==> src/rtl/cnt_job_sched_pkg.sv <==
// cnt_sched_pkg: shared FSM state type and default parameters for the counter job scheduler
package cnt_sched_pkg;
  typedef enum logic [1:0] {S_IDLE, S_LAUNCH, S_WAIT, S_DONE} state_t;
  localparam int DEF_NUM_REQ = 4;
  localparam int DEF_DATABIT = 8;
  localparam int DEF_TO_CYC = 1024;
endpackage

==> src/rtl/cnt_job_sched_if.sv <==
// cnt_job_sched_if: client-side job request/response bundle of the counter job scheduler
interface cnt_job_sched_if
  import cnt_sched_pkg::*;
#(
  parameter int NUM_REQ = DEF_NUM_REQ,
  parameter int DATABIT = DEF_DATABIT
);
  localparam int IDW = $clog2(NUM_REQ);
  logic [NUM_REQ-1:0] i_req;
  logic [NUM_REQ*DATABIT-1:0] i_req_cnt;
  logic [NUM_REQ-1:0] o_ack;
  logic [NUM_REQ-1:0] o_done;
  logic o_err;
  logic o_busy;
  logic [IDW-1:0] o_grant_id;
  modport master (output i_req, i_req_cnt, input o_ack, o_done, o_err, o_busy, o_grant_id);
  modport slave (input i_req, i_req_cnt, output o_ack, o_done, o_err, o_busy, o_grant_id);
endinterface

==> src/rtl/cnt_job_sched_rr_arbiter.sv <==
// rr_arbiter: combinational round-robin pick, priority ptr, ptr+1, ... wrapping
module rr_arbiter #(
  parameter int NUM_REQ = 4,
  localparam int IDW = $clog2(NUM_REQ)
) (
  input  logic [NUM_REQ-1:0] req,
  input  logic [IDW-1:0]     ptr,
  output logic [NUM_REQ-1:0] gnt,
  output logic [IDW-1:0]     id
);
  always_comb begin
    id = '0;
    for (int i = NUM_REQ - 1; i >= 0; i--)
      if (req[(int'(ptr) + i) % NUM_REQ]) id = IDW'((int'(ptr) + i) % NUM_REQ);
    gnt = |req ? NUM_REQ'(1) << id : '0;
  end
endmodule

==> src/rtl/cnt_job_sched.sv <==
// cnt_job_sched: round-robin scheduler sharing one counter core among NUM_REQ requesters
module cnt_job_sched
  import cnt_sched_pkg::*;
#(
  parameter int NUM_REQ = DEF_NUM_REQ,
  parameter int DATABIT = DEF_DATABIT,
  parameter int TO_CYC = DEF_TO_CYC
) (
  input  logic               clk,
  input  logic               reset_n,
  cnt_job_sched_if.slave     bus,
  output logic [DATABIT-1:0] o_cnt_num,
  output logic               o_cnt_run,
  input  logic               i_cnt_idle,
  input  logic               i_cnt_done
);
  localparam int IDW = $clog2(NUM_REQ);
  localparam int WW = $clog2(TO_CYC) + 1;
  state_t state;
  logic [IDW-1:0] ptr, win, nxt;
  logic [NUM_REQ-1:0] gnt;
  logic [WW-1:0] wd;
  logic [DATABIT-1:0] win_cnt;
  rr_arbiter #(.NUM_REQ(NUM_REQ)) u_arb (.req(bus.i_req), .ptr(ptr), .gnt(gnt), .id(win));
  assign win_cnt = bus.i_req_cnt[win*DATABIT +: DATABIT];
  assign nxt = (int'(win) == NUM_REQ - 1) ? '0 : win + 1'b1;
  // Timeout fires when the incremented watchdog would hit TO_CYC-1, giving done exactly TO_CYC cycles after launch
  always_ff @(posedge clk or negedge reset_n) begin
    if (!reset_n) begin
      state <= S_IDLE;
      ptr <= '0;
      wd <= '0;
      bus.o_ack <= '0;
      bus.o_done <= '0;
      bus.o_err <= 1'b0;
      bus.o_busy <= 1'b0;
      bus.o_grant_id <= '0;
      o_cnt_num <= '0;
      o_cnt_run <= 1'b0;
    end else begin
      bus.o_ack <= '0;
      bus.o_done <= '0;
      bus.o_err <= 1'b0;
      o_cnt_run <= 1'b0;
      case (state)
        S_IDLE: if (|gnt && i_cnt_idle) begin
          bus.o_grant_id <= win;
          o_cnt_num <= win_cnt;
          ptr <= nxt;
          bus.o_ack <= gnt;
          bus.o_busy <= 1'b1;
          state <= (win_cnt != '0) ? S_LAUNCH : S_DONE;
          o_cnt_run <= (win_cnt != '0);
          bus.o_done <= (win_cnt != '0) ? '0 : gnt;
        end
        S_LAUNCH: begin
          wd <= '0;
          state <= S_WAIT;
        end
        S_WAIT: begin
          wd <= wd + 1'b1;
          if (i_cnt_done || wd == WW'(TO_CYC - 2)) begin
            state <= S_DONE;
            bus.o_done <= NUM_REQ'(1) << bus.o_grant_id;
            bus.o_err <= !i_cnt_done;
          end
        end
        default: begin
          state <= S_IDLE;
          bus.o_busy <= 1'b0;
        end
      endcase
    end
  end
endmodule
==> src/flat_wrapper.sv <==
// flat-port wrapper written by rule: the top's interface ports become plain ports
module cnt_job_sched_flat import cnt_sched_pkg::*;
#(
  parameter int NUM_REQ = DEF_NUM_REQ,
  parameter int DATABIT = DEF_DATABIT,
  parameter int TO_CYC = DEF_TO_CYC
)
  (clk, reset_n, o_cnt_num, o_cnt_run, i_cnt_idle, i_cnt_done, bus_i_req, bus_i_req_cnt, bus_o_ack, bus_o_done, bus_o_err, bus_o_busy, bus_o_grant_id);
  cnt_job_sched_if #(.NUM_REQ(NUM_REQ), .DATABIT(DATABIT)) bus_i ();
  input  logic clk;
  input  logic reset_n;
  output logic [DATABIT-1:0] o_cnt_num;
  output logic o_cnt_run;
  input  logic i_cnt_idle;
  input  logic i_cnt_done;
  input wire logic [$bits(bus_i.i_req)-1:0] bus_i_req;
  input wire logic [$bits(bus_i.i_req_cnt)-1:0] bus_i_req_cnt;
  output wire logic [$bits(bus_i.o_ack)-1:0] bus_o_ack;
  output wire logic [$bits(bus_i.o_done)-1:0] bus_o_done;
  output wire logic [$bits(bus_i.o_err)-1:0] bus_o_err;
  output wire logic [$bits(bus_i.o_busy)-1:0] bus_o_busy;
  output wire logic [$bits(bus_i.o_grant_id)-1:0] bus_o_grant_id;
  assign bus_i.i_req = bus_i_req;
  assign bus_i.i_req_cnt = bus_i_req_cnt;
  assign bus_o_ack = bus_i.o_ack;
  assign bus_o_done = bus_i.o_done;
  assign bus_o_err = bus_i.o_err;
  assign bus_o_busy = bus_i.o_busy;
  assign bus_o_grant_id = bus_i.o_grant_id;
  cnt_job_sched #(.NUM_REQ(NUM_REQ), .DATABIT(DATABIT), .TO_CYC(TO_CYC)) u_core (.clk(clk), .reset_n(reset_n), .bus(bus_i), .o_cnt_num(o_cnt_num), .o_cnt_run(o_cnt_run), .i_cnt_idle(i_cnt_idle), .i_cnt_done(i_cnt_done));
endmodule
==> config.mk <==
export PLATFORM = sky130hd
export DESIGN_NAME = cnt_job_sched_flat
export DESIGN_NICKNAME = d
export VERILOG_FILES = /design/src/rtl/cnt_job_sched_pkg.sv /design/src/rtl/cnt_job_sched_if.sv /design/src/rtl/cnt_job_sched_rr_arbiter.sv /design/src/rtl/cnt_job_sched.sv /design/src/flat_wrapper.sv
export SDC_FILE = /design/constraint.sdc
export NUM_CORES = 1
export LEC_CHECK = 0
export ABC_AREA = 1
export CAP_MARGIN = 40
export CORE_UTILIZATION = 40
export CTS_CLUSTER_SIZE = 24
export DETAILED_ROUTE_END_ITERATION = 10
export GPL_ROUTABILITY_DRIVEN = 0
export PLACE_DENSITY = 0.69
export SLEW_MARGIN = 20
export SYNTH_ARGS = -nofsm -noshare
export SYNTH_HDL_FRONTEND = slang
export SYNTH_HIERARCHICAL = 1
export SYNTH_SLANG_ARGS = --single-unit
==> constraint.sdc <==
create_clock -name clk -period 3 [get_ports clk]
set_clock_uncertainty 0.15 [all_clocks]
set_input_delay 0.3 -clock clk [delete_from_list [all_inputs] [get_ports clk]]
set_output_delay 0.3 -clock clk [all_outputs]
set_load 0.005 [all_outputs]
Yosys cells after proc, flatten, opt, wreduce, memory -nomap -nowiden
Index checks and enable logic that the tools add are counted.

word-level totals
  register bits after elaboration = 36
  input bits = 40
  output and inout bits = 21

cells by class
  $add $sub $neg = 5
  $lt $le $gt $ge = 4
  equal/unequal tests = 6
  shift-type cells = 3
  muxes and demuxes = 34
  bitwise operators = 4
  reduce and logical (&&, ||, !) cells = 15

operators by type and width
  operator                                             count
  variable part select 32 x 6 -> 8 bit                 1
  2-to-1 mux 4 bit                                     6
  one-hot mux 11 bit (2 select lines)                  1
  2-to-1 mux 2 bit                                     8
  < comparator 3 x 4 -> 1 bit (second input constant)  3
  2-to-1 mux 1 bit                                     12
  adder 11 x 1 -> 11 bit (second input constant)       1
  == test 11 x 10 -> 1 bit (second input constant)     1
  binary-select mux 1 bit (select 2 bit)               4
  one-hot mux 4 bit (2 select lines)                   1
  nonzero test 8 bit                                   1
  OR reduction 2 bit                                   4
  OR reduction 4 bit                                   2
  << shifter 1 x 2 -> 4 bit (first input constant)     2
  one-hot mux 2 bit (3 select lines)                   1
  AND reduction 2 bit                                  3
  adder 2 x 1 -> 2 bit (second input constant)         2
  adder 2 bit (second input constant)                  2
  == test 2 x 1 -> 1 bit (second input constant)       2
  != test 2 x 1 -> 1 bit (second input constant)       2
  bitwise AND 1 bit (first input constant)             3
  < comparator 2 x 3 -> 1 bit (second input constant)  1
  == test 2 bit (second input constant)                1
  logical NOT 2 bit                                    1
  other kinds (6)                                      6

Longest topological paths before layout
Gate-level depths: netlist (run 1).

  depth after elaboration = 16
  depth in mapped cells = 20

Modules after synthesis
Netlist (run 1), hierarchy kept.

by module, submodules not included
  module         times used  cells an instance  area an instance (µm²)  seq. area each (µm²)
  cnt_job_sched  1           244                1936.9                  900.9
  rr_arbiter     1           52                 252.7                   0.0

Worst setup path before layout (run 1)
No wires, ideal clock.

  kind = reg-to-reg
  start = register u_core.ptr[0]
  end = register u_core.state[1]
  library setup time = 116 ps
  arrival time = 1901 ps
  slack = 832 ps
  stages on the path, launching flop included = 20
  path buffers = 3
  cells stage by stage = dfrtp_1 -> buf_6 -> o21ai_2 -> nand2_1 -> nand3_2 -> nand2_1 -> nand2_2 -> nand2_2 -> buf_6 -> inv_4 -> buf_6 -> nand2_1 -> nand3_1 -> nand2_1 -> nand2_1 -> nor2_4 -> nand2_4 -> nand2_2 -> nand2_1 -> nand2_1

between the ends
  longest elaborated chain between the ends = 14
  elaborated cells on any way between the ends = 29
  classes of those cells = add/sub (3); eq/ne (1); shift (2); mux (19); reduce/logical (4)

ends and longest elaborated chain
  what                                                                                          RTL line                        source
  start: declaration                                                                            cnt_job_sched.sv:20             logic [IDW-1:0] ptr, win, nxt;
  start signal: assignment                                                                      cnt_job_sched.sv:49             ptr <= nxt;
  adder 2 bit                                                                                   cnt_job_sched_rr_arbiter.sv:14  if (req[(int'(ptr) + i) % NUM_REQ]) id = IDW'((int'(ptr) + i) % NUM_REQ);
  binary-select mux 1 bit (select 2 bit)                                                        cnt_job_sched_rr_arbiter.sv:14
  2-to-1 mux 1 bit (not written as such) (2 in a row)                                           cnt_job_sched_rr_arbiter.sv:14
  2-to-1 mux 2 bit (3 in a row)                                                                 cnt_job_sched_rr_arbiter.sv:14
  2-to-1 mux 2 bit *                                                                            cnt_job_sched_rr_arbiter.sv:14
  net u_core.win[0]                                                                             cnt_job_sched.sv:20
  parallel branches: the longest is 6 deep, another holds variable part select 32 x 6 -> 8 bit  -
  end signal: assignment                                                                        cnt_job_sched.sv:52             state <= (win_cnt != '0) ? S_LAUNCH : S_DONE;
  end: declaration                                                                              cnt_job_sched.sv:19             state_t state;

Mark *: on every way through the listed nets, which the timed path passes. The select of a mux whose other input is x is not followed.
A chain may end at the register's enable or synchronous reset.

Worst setup path after layout (run 1)
  start = register u_core.ptr[0]
  end = register u_core.ptr[0]

between the ends
  longest elaborated chain between the ends = 13
  elaborated cells on any way between the ends = 26
  classes of those cells = add/sub (4); eq/ne (1); shift (1); mux (17); reduce/logical (3)

ends and longest elaborated chain
  what                                                 RTL line                        source
  adder 2 bit                                          cnt_job_sched_rr_arbiter.sv:14
  binary-select mux 1 bit (select 2 bit)               cnt_job_sched_rr_arbiter.sv:14
  2-to-1 mux 1 bit (not written as such) (2 in a row)  cnt_job_sched_rr_arbiter.sv:14
  2-to-1 mux 2 bit (3 in a row)                        cnt_job_sched_rr_arbiter.sv:14
  2-to-1 mux 2 bit *                                   cnt_job_sched_rr_arbiter.sv:14
  net u_core.win[0]                                    cnt_job_sched.sv:20
  << shifter 1 x 2 -> 4 bit *                          cnt_job_sched_rr_arbiter.sv:15  gnt = |req ? NUM_REQ'(1) << id : '0;
  2-to-1 mux 4 bit *                                   cnt_job_sched_rr_arbiter.sv:15
  net u_core.gnt[3]                                    cnt_job_sched.sv:21             logic [NUM_REQ-1:0] gnt;
  OR reduction 4 bit *                                 cnt_job_sched.sv:46             S_IDLE: if (|gnt && i_cnt_idle) begin
  logical AND 1 bit *                                  cnt_job_sched.sv:46
  AND reduction 2 bit (no line) *                      -

Mark *: on every way through the listed nets, which the timed path passes. The rest lies on a longest branch. The select of a mux whose other input is x is not followed.

==> results.toml, run 1 <==
[status]
status = "finished clean"

[synth]
ys_seq_area_frac = 0.411
synthArstFlopShare = 1.00
yosysTopAreaCell = "dfrtp_1"
syn_area_per_cell_um2 = 7.40
synth_area_leaders = "dfrtp_1 (41%), nand2_1 (17%), nand3_1 (5.7%)"
synth_commonest_cells = "nand2_1 (101), dfrtp_1 (36), inv_1 (25), nand3_1 (25), nor2_1 (18)"
ys_ff_latch = 36
synth_area_um2 = 2190
yosysTopAreaCellShare = 0.411
syn_nets = 342
yosys_warnings = 6
synth_cells = 296
synth.most_common_cell = "nand2_1"
synth_edf_count = 0
ys_types = 27
synthFlopType = "dfrtp_1"

[pwr]
total_power_uw = 2840
ir_worst_vdd_v = 0.000403
leakage_uw = 0.00143
swShare = 0.476
clkPwrFrac = 0.122
power.internal_uw = 1490
p_sw_uw = 1350
powerDensity_nw_per_um2 = 972
power_frac_seq = 0.258
combPwrFrac = 0.620

[sta]
setup_viol = 0
layout_setup_ws_ps = 402
fmaxAchievable_mhz = 385
setup_tns_ps = 0
rsz0062_at_grt = "no"
worst_pin_slew_ps = 463
timing.final.hold_violations = 0
min_period_ps = 2600
fin_crit_sh = 0.866
drv_slew = 0
slew_headroom = 0.691

[cts]
cts_hold_buf = 0
postCtsSetupBuffers = 0
cts_tree = "done"
cts-buffers-inserted = 5
cts_root_buf = "clkbuf_8"
cts_resized = 0
cts_sinks = 36
clk_latency_ps = 290
htreeDepth = 2
clkTransAtPathRegs_ps = 70
cts_buffer_depth = 2

[critical_path]
cp_slowest_cell = "dfrtp_1"
cp_cell_sequence = "inv_1, nand2_1, nand3_1, nand2_1, nand3_2, nand2_1, nand2_2, nand2_2, inv_2, nor2_2, nor2_1, nand2_1, nand2_1, nor2_4, inv_2, nand2_1, o21ai_0"
worstReg2RegStart = "u_core/ptr[0]"
crit_path_max_fanout = 19
worstSetupEndpointType = "register"
cp_data_arrival_time_ps = 2620
critPathKind = "register to register"
max_stage_delay_ps = 630
crit_start = "u_core/ptr[0]"
start_kind = "register"
critPathRequiredTime_ps = 3020
cp_common_cell = "nand2_1"

[floorplanning]
fp-row-count = 26
die_w_um = 76.0
pin_count = 61
dieArea_um2 = 5770
core_um2 = 5200
die_h_um = 76.0
start_util = 0.421

[final_layout]
drive_above_1_share = 0.125
fin_area_um2 = 2920
antenna_cells = 0
fin_util = 0.561
syn_to_final_growth_pct = 33.4
fin_nets = 404

[grt]
grtUsageTotal = 0.163
grt_pass1_wl_um = 7650
grt-ovfl-total = 0
grt_pass1_vias = 1781
grt_max_degree = 37
grt_antenna_before_repair = 0

[routing]
drt_wl_total_um = 4270
via_per_inst = 4.63
final_antenna_net_count = 0
avgRoutedWirePerCell_um = 9.95
drtIter0Drc = 112
post-route-drc-count = 0
vias = 1985
drt-pass1-iter-count = 4

[place]
dpl.hpwl_um = 3350
place_ws_ps = 355
postPlaceCellArea_um2 = 2830
portBuffers = 60

[min_path]
min_path_type = "input pin to asynchronous set/reset pin"

[job]
maxCapViolCount = 0
==> placed cells by master, fill, tap and decap left out, types with 3 or more instances in the layout <==
cell type and instances:
a21oi_1 8, clkbuf_8 6, clkdlybuf4s50_1 60, dfrtp_1 36, ha_1 6, inv_1 25, inv_2 7, nand2_1 101
nand2_2 13, nand3_1 25, nand3_2 4, nand4_1 6, nor2_1 18, nor2_4 3, nor3_1 3, o21ai_0 10
o21ai_1 9, o21ai_2 6
==> worst max-delay path, delay by kind of cell, from the launching register on <==
family	cells	cell delay, ps
AND/OR/NAND/NOR	13	1210
flip-flops	1	630
buffers and inverters	3	400
AO/OA/AOI/OAI	1	80
==> layout make-up <==
type / count / area [µm²]
repair buffers: 62 / 616
inverters: 34 / 130
fillers: 489 / 2280
well taps: 70 / 87.6
flip-flops and latches: 36 / 901
multi-input cells: 219 / 1100
clock buffers: 8 / 90.1
==> registers in the layout, indices dropped and copies added (netlist names) <==
register	cells
u_core/wd	11
u_core/o_cnt_run	1
u_core/bus.o_ack	4
u_core/bus.o_done	4
u_core/bus.o_busy	1
u_core/bus.o_grant_id	2
u_core/ptr	2
u_core/state	2
u_core/bus.o_err	1
u_core/o_cnt_num	8
==> cell families after synthesis <==
kind of cell / Yosys count / share of synthesized area
DFF: 36 / 0.411
xor gates and xnor gates: 1 / 0.00400
adders and majority gates: 6 / 0.0343
and+or+nand+nor: 176 / 0.367
buffers and inverters: 41 / 0.0874
AOI/OAI and AO/OA: 36 / 0.0960
==> metal layers <==
| metal | vias up | GRT usage | wire length, µm |
|---|---|---|---|
| li1 | 1061 | - | - |
| met1 | 847 | 0.214 | 2060 |
| met3 | 7 | 0.0371 | 290 |
| met2 | 70 | 0.252 | 1830 |
| met4 | 0 | 0.0808 | 85 |
| met5 | - | 0 | 0 |
==> stage by stage <==
step | hold slack, ps | std cells
final | 271 | 429
after global routing | 301 | 429
after CTS | 276 | 429
after detailed placement | 333 | 421
after global placement | 323 | 421
after floorplan | -146 | 296
==> final timing paths <==
check,end,slack (ps),depth (start not counted)
setup / recovery,u_core/ptr[0],400,17
hold / removal,u_core/wd[9],270,2
setup reg to reg,u_core/ptr[0],400,17
hold reg to reg,u_core/bus.o_busy,340,2
max in group asynchronous,u_core/o_cnt_num[0],2120,2
min in group clk,u_core/bus.o_busy,340,2
==> power by group through the flow <==
stage | combinational, µW | sequential [µW] | clock, µW
6_report | 1760 | 733 | 347
5_1_grt | 2030 | 753 | 375
4_1_cts | 1770 | 734 | 359
3_5_place_dp | 1770 | 740 | 0
3_3_place_gp | 1750 | 741 | 0
2_1_floorplan | 1400 | 716 | 0
Note: power is estimated with default switching activity, not from simulation.
==> inputs of run 2 (changes only) <==
--- a/config.mk
+++ b/config.mk
@@ -8,6 +8,7 @@
 export ABC_AREA = 1
 export CAP_MARGIN = 40
 export CORE_UTILIZATION = 40
+export CTS_BUF_LIST = sky130_fd_sc_hd__clkbuf_4 sky130_fd_sc_hd__clkbuf_8
 export CTS_CLUSTER_SIZE = 24
 export DETAILED_ROUTE_END_ITERATION = 10
 export GPL_ROUTABILITY_DRIVEN = 0
==> run 2 against run 1 <==
Compared with the run above: largest power group unchanged; design area increased by 0.26%; first-iteration DRC count decreased by 0.89%; sequential share of layout area shrank 0.079 points; final cell count unchanged; wire length about the same; global-route usage is the same; flip-flop and latch count stayed put; core utilization increased by 0.14 points; via count fell by 0.10%; total power rose by 0.64%; critical endpoint unchanged.
==> results.toml, run 2 (synthesis results as in run 1) <==
[grt]
grtUsageTotal = 0.163
grt_max_degree = 37
grt_antenna_before_repair = 0
grt_pass1_wl_um = 7650
grt-ovfl-total = 0
grt_pass1_vias = 1781

[critical_path]
start_kind = "register"
worstReg2RegStart = "u_core/ptr[0]"
worstSetupEndpointType = "register"
cp_data_arrival_time_ps = 2620
critPathRequiredTime_ps = 3020
crit_path_max_fanout = 19
cp_cell_sequence = "inv_1, nand2_1, nand3_1, nand2_1, nand3_2, nand2_1, nand2_2, nand2_2, inv_2, nor2_2, nor2_1, nand2_1, nand2_1, nor2_4, inv_2, nand2_1, o21ai_0"
r2r_end = "u_core/ptr[0]"
rrSetupSlack_ps = 400
reg2reg_depth = 17
max_stage_delay_ps = 630
crit_start = "u_core/ptr[0]"
cp_common_cell = "nand2_1"
critPathKind = "register to register"
cp_slowest_cell = "dfrtp_1"

[sta]
slew_headroom = 0.691
drv_slew = 0
hold_ws_ps = 271
rsz0062_at_grt = "no"
setup_tns_ps = 0
fmaxAchievable_mhz = 385
timing.final.hold_violations = 0
worst_pin_slew_ps = 463
setup_viol = 0
fin_crit_sh = 0.866
min_period_ps = 2600

[final_layout]
regMostFlops = "u_core/wd"
top_regs = "u_core/wd: 11 flops, u_core/o_cnt_num: 8 flops"
mostFrequentLayoutCell = "nand2_1"
instances_no_fill = 429
drive_above_1_share = 0.131
largest_reg_flops = 11
final_cell_mix = "nand2_1 (101), clkdlybuf4s50_1 (60), dfrtp_1 (36)"
syn_to_final_growth_pct = 33.8
fin_area_um2 = 2930
antenna_cells = 0
fin_nets = 404
fin_util = 0.563

[routing]
drtIter0Drc = 111
final_antenna_net_count = 0
drt-pass1-iter-count = 4
avgRoutedWirePerCell_um = 9.95
via_per_inst = 4.62
vias = 1983
post-route-drc-count = 0
drt_wl_total_um = 4270

[cts]
clk_latency_ps = 290
htreeDepth = 2
clkTransAtPathRegs_ps = 70
cts_hold_buf = 0
postCtsSetupBuffers = 0
cts_sinks = 36
cts_tree = "done"
cts_resized = 0
cts-buffers-inserted = 5
cts_root_buf = "clkbuf_8"
cts_buffer_depth = 2

[floorplanning]
start_util = 0.421
core_um2 = 5200
fp-row-count = 26
pin_count = 61
die_h_um = 76.0
die_w_um = 76.0
dieArea_um2 = 5770

[pwr]
power_frac_seq = 0.256
powerDensity_nw_per_um2 = 976
clkPwrFrac = 0.128
p_sw_uw = 1350
ir_worst_vdd_v = 0.000403
power.internal_uw = 1510
swShare = 0.473
leakage_uw = 0.00144
combPwrFrac = 0.616

[place]
dpl.hpwl_um = 3350
place_inst = 421
portBuffers = 60
postPlaceCellArea_um2 = 2830

[min_path]
min_path_type = "input pin to asynchronous set/reset pin"

[job]
maxCapViolCount = 0

[status]
status = "finished clean"
-- run 2: worst max path at each step --
| stage | end | slack (ps) | depth (start not counted) |
|---|---|---|---|
| final | u_core/ptr[0] | 400 | 17 |
| after global routing | u_core/ptr[0] | 30 | 17 |
| after detailed placement | u_core/ptr[0] | 360 | 18 |
| after floorplan | u_core/state[1] | 830 | 19 |
| after global placement | u_core/o_cnt_num[4] | 380 | 17 |
| after CTS | u_core/ptr[0] | 390 | 17 |
-- run 2: layer usage --
metal  vias to the layer above  part of all wire  track usage
met5                         -                 0            0
met4                         0             0.020       0.0808
met3                         7             0.068       0.0371
met2                        70              0.43        0.252
met1                       846              0.48        0.214
li1                       1060                 -            -
-- run 2: worst max-delay path: cells and delay by family (launching register included) --
kind            cells  cell delay (ps)
buf+inv             3              400
compound gates      1               80
simple gates       13             1210
flops               1              630
-- run 2: through the flow --
stage | setup slack [ps] | total power, µW
floorplan | 832 | 2120
global placement | 382 | 2490
detailed placement | 355 | 2510
CTS | 393 | 2880
global route | 31.0 | 3170
finish | 402 | 2860
-- run 2: final cells by class --
type,instances,area (µm²)
sequential,36,901
timing repair buffer,62,616
tap,70,87.6
multi-input combinational,219,1100
inverter,34,130
clock buffer,8,97.6
fill,487,2280
-- run 2: power groups by stage --
stage          sequential, µW  combinational, µW  clock [µW]
2_1_floorplan             716               1400           0
3_3_place_gp              741               1750           0
3_5_place_dp              740               1770           0
4_1_cts                   734               1770         377
5_1_grt                   753               2030         393
6_report                  733               1760         365
==> inputs of run 3 (changes only) <==
--- a/config.mk
+++ b/config.mk
@@ -12,8 +12,9 @@
 export CTS_CLUSTER_SIZE = 24
 export DETAILED_ROUTE_END_ITERATION = 10
 export GPL_ROUTABILITY_DRIVEN = 0
+export GPL_TIMING_DRIVEN = 0
 export PLACE_DENSITY = 0.69
-export SLEW_MARGIN = 20
+export SLEW_MARGIN = 10
 export SYNTH_ARGS = -nofsm -noshare
 export SYNTH_HDL_FRONTEND = slang
 export SYNTH_HIERARCHICAL = 1
==> run 3 against run 2 <==
Compared with the run above: maximum frequency increased by 4.2%; final cell count increased by 1.2%; combinational power increased by 9%; worst setup slack gained 100 ps; clock power decreased by 12%; global-route usage increased by 0.66 points; critical path depth decreased by 1; sequential share of layout area down 0.36 points; worst hold slack improved by 65 ps; first-iteration DRC count shrank 27%; core utilization up 0.67 points; highest routed layer unchanged.
==> results.toml, run 3 (synthesis results as in run 1) <==
[critical_path]
cp_data_arrival_time_ps = 2520
critPathRequiredTime_ps = 3020
worstReg2RegStart = "u_core/ptr[0]"
start_kind = "register"
critPathKind = "register to register"
crit_path_max_fanout = 10
reg2reg_depth = 16
crit_start = "u_core/ptr[0]"
rrSetupSlack_ps = 510
worstSetupEndpointType = "register"
r2r_end = "u_core/ptr[1]"

[routing]
vias = 2023
drt_wl_total_um = 4500
wl_met1_um = 2010
avgRoutedWirePerCell_um = 10.4
post-route-drc-count = 0
via_per_inst = 4.66
top_layer = "met4"
drt-pass1-iter-count = 4
drtIter0Drc = 81
met2_length_um = 2130
final_antenna_net_count = 0
wl_met3_um = 290

[pwr]
clkPwrFrac = 0.108
combPwrFrac = 0.651
ir_worst_vdd_v = 0.000515
power_frac_seq = 0.240
swShare = 0.471
total_power_uw = 2950
leakage_uw = 0.00145
p_sw_uw = 1390
powerDensity_nw_per_um2 = 995
power.internal_uw = 1560

[sta]
drv_slew = 0
rsz0062_at_grt = "no"
fmaxAchievable_mhz = 401
worst_pin_slew_ps = 777
timing.final.hold_violations = 0
setup_viol = 0
slew_headroom = 0.482
setup_tns_ps = 0
min_period_ps = 2490
fin_crit_sh = 0.831
hold_ws_ps = 336

[place]
dpl.hpwl_um = 3530
portBuffers = 60
place_inst = 426

[final_layout]
regMostFlops = "u_core/wd"
antenna_cells = 0
fin_util = 0.569
instances_no_fill = 434
top_regs = "u_core/wd: 11 flops, u_core/o_cnt_num: 8 flops"
mostFrequentLayoutCell = "nand2_1"
drive_above_1_share = 0.140
largest_reg_flops = 11
syn_to_final_growth_pct = 35.4
fillCellCount = 491
fin_nets = 410
final_cell_mix = "nand2_1 (101), clkdlybuf4s50_1 (59), dfrtp_1 (36)"

[floorplanning]
dieArea_um2 = 5770
core_um2 = 5200
pin_count = 61
start_util = 0.421
die_h_um = 76.0
fp-row-count = 26
die_w_um = 76.0

[grt]
grt_pass1_wl_um = 7900
grt_antenna_before_repair = 0
grtUsageTotal = 0.169
grt_max_degree = 37
grt_pass1_vias = 1869
grt-ovfl-total = 0

[min_path]
worstHoldStart = "u_core/o_cnt_num[7]"
hold_end = "u_core/o_cnt_num[7]"
min_path_type = "register to register"
min_path_cells = 2

[cts]
htreeDepth = 2
cts-buffers-inserted = 5
cts_tree = "done"
clk_latency_ps = 280
cts_root_buf = "clkbuf_8"
postCtsSetupBuffers = 0
clkTransAtPathRegs_ps = 60
cts_sinks = 36
cts_buffer_depth = 2

[status]
status = "finished clean"

[job]
maxCapViolCount = 0
[run 3: metrics by stage]
stage                     cell area, µm²  setup slack, ps
final                               2960              506
after floorplan                     2190              832
after global placement              2880              274
after detailed placement            2870              239
after global routing                2960              286
after CTS                           2960              507
[run 3: how the worst max path moves through the flow]
stage,to,cells after the start
floorplan,u_core/state[1],19
global placement,u_core/o_cnt_run,18
detailed placement,u_core/ptr[1],19
CTS,u_core/ptr[1],16
global route,u_core/ptr[1],16
finish,u_core/ptr[1],16
[run 3: timing repair]
item,in CTS,in global routing
endpoints found under the hold margin,36,0
hold buffers,1,0
resized for setup,0,0
[run 3: power groups by stage]
stage | Clock [µW] | Sequential, µW | Combinational, µW
finish | 320 | 710 | 1920
detailed placement | 0 | 719 | 1930
CTS | 335 | 710 | 1940
global placement | 0 | 715 | 1890
floorplan | 0 | 716 | 1400
global route | 362 | 726 | 2170
[run 3: final cells by class]
cell class | instances | area [µm²] | area share
plain buffers | 7 | 61.3 | 0.0207
clock inverters | 1 | 5.00 | 0.00169
flip-flops and latches | 36 | 901 | 0.304
multi-input cells | 219 | 1100 | 0.370
inverters | 34 | 130 | 0.0439
repair buffers | 61 | 606 | 0.204
clock buffers | 6 | 76.3 | 0.0257
well taps | 70 | 87.6 | 0.0295
[run 3: metal layers]
layer / vias to the layer above / track usage
met4: 0 / 0.0635
met5: - / 0
met1: 880 / 0.200
met2: 58 / 0.287
li1: 1079 / -
met3: 6 / 0.0527
[run 3: critical path, cell delays in order (launching register included)]
cell     delay, ps
dfrtp_1        400
buf_6          150
o21ai_2        170
nor2_1          70
nor2_1         140
nand3_2        110
nand2_2        140
inv_2           60
nor2_2         100
nor2_1          50
nand2_1         60
nand2_1         90
nor2_4         220
inv_2          140
buf_2          210
nand2_1         70
nand2_1         50
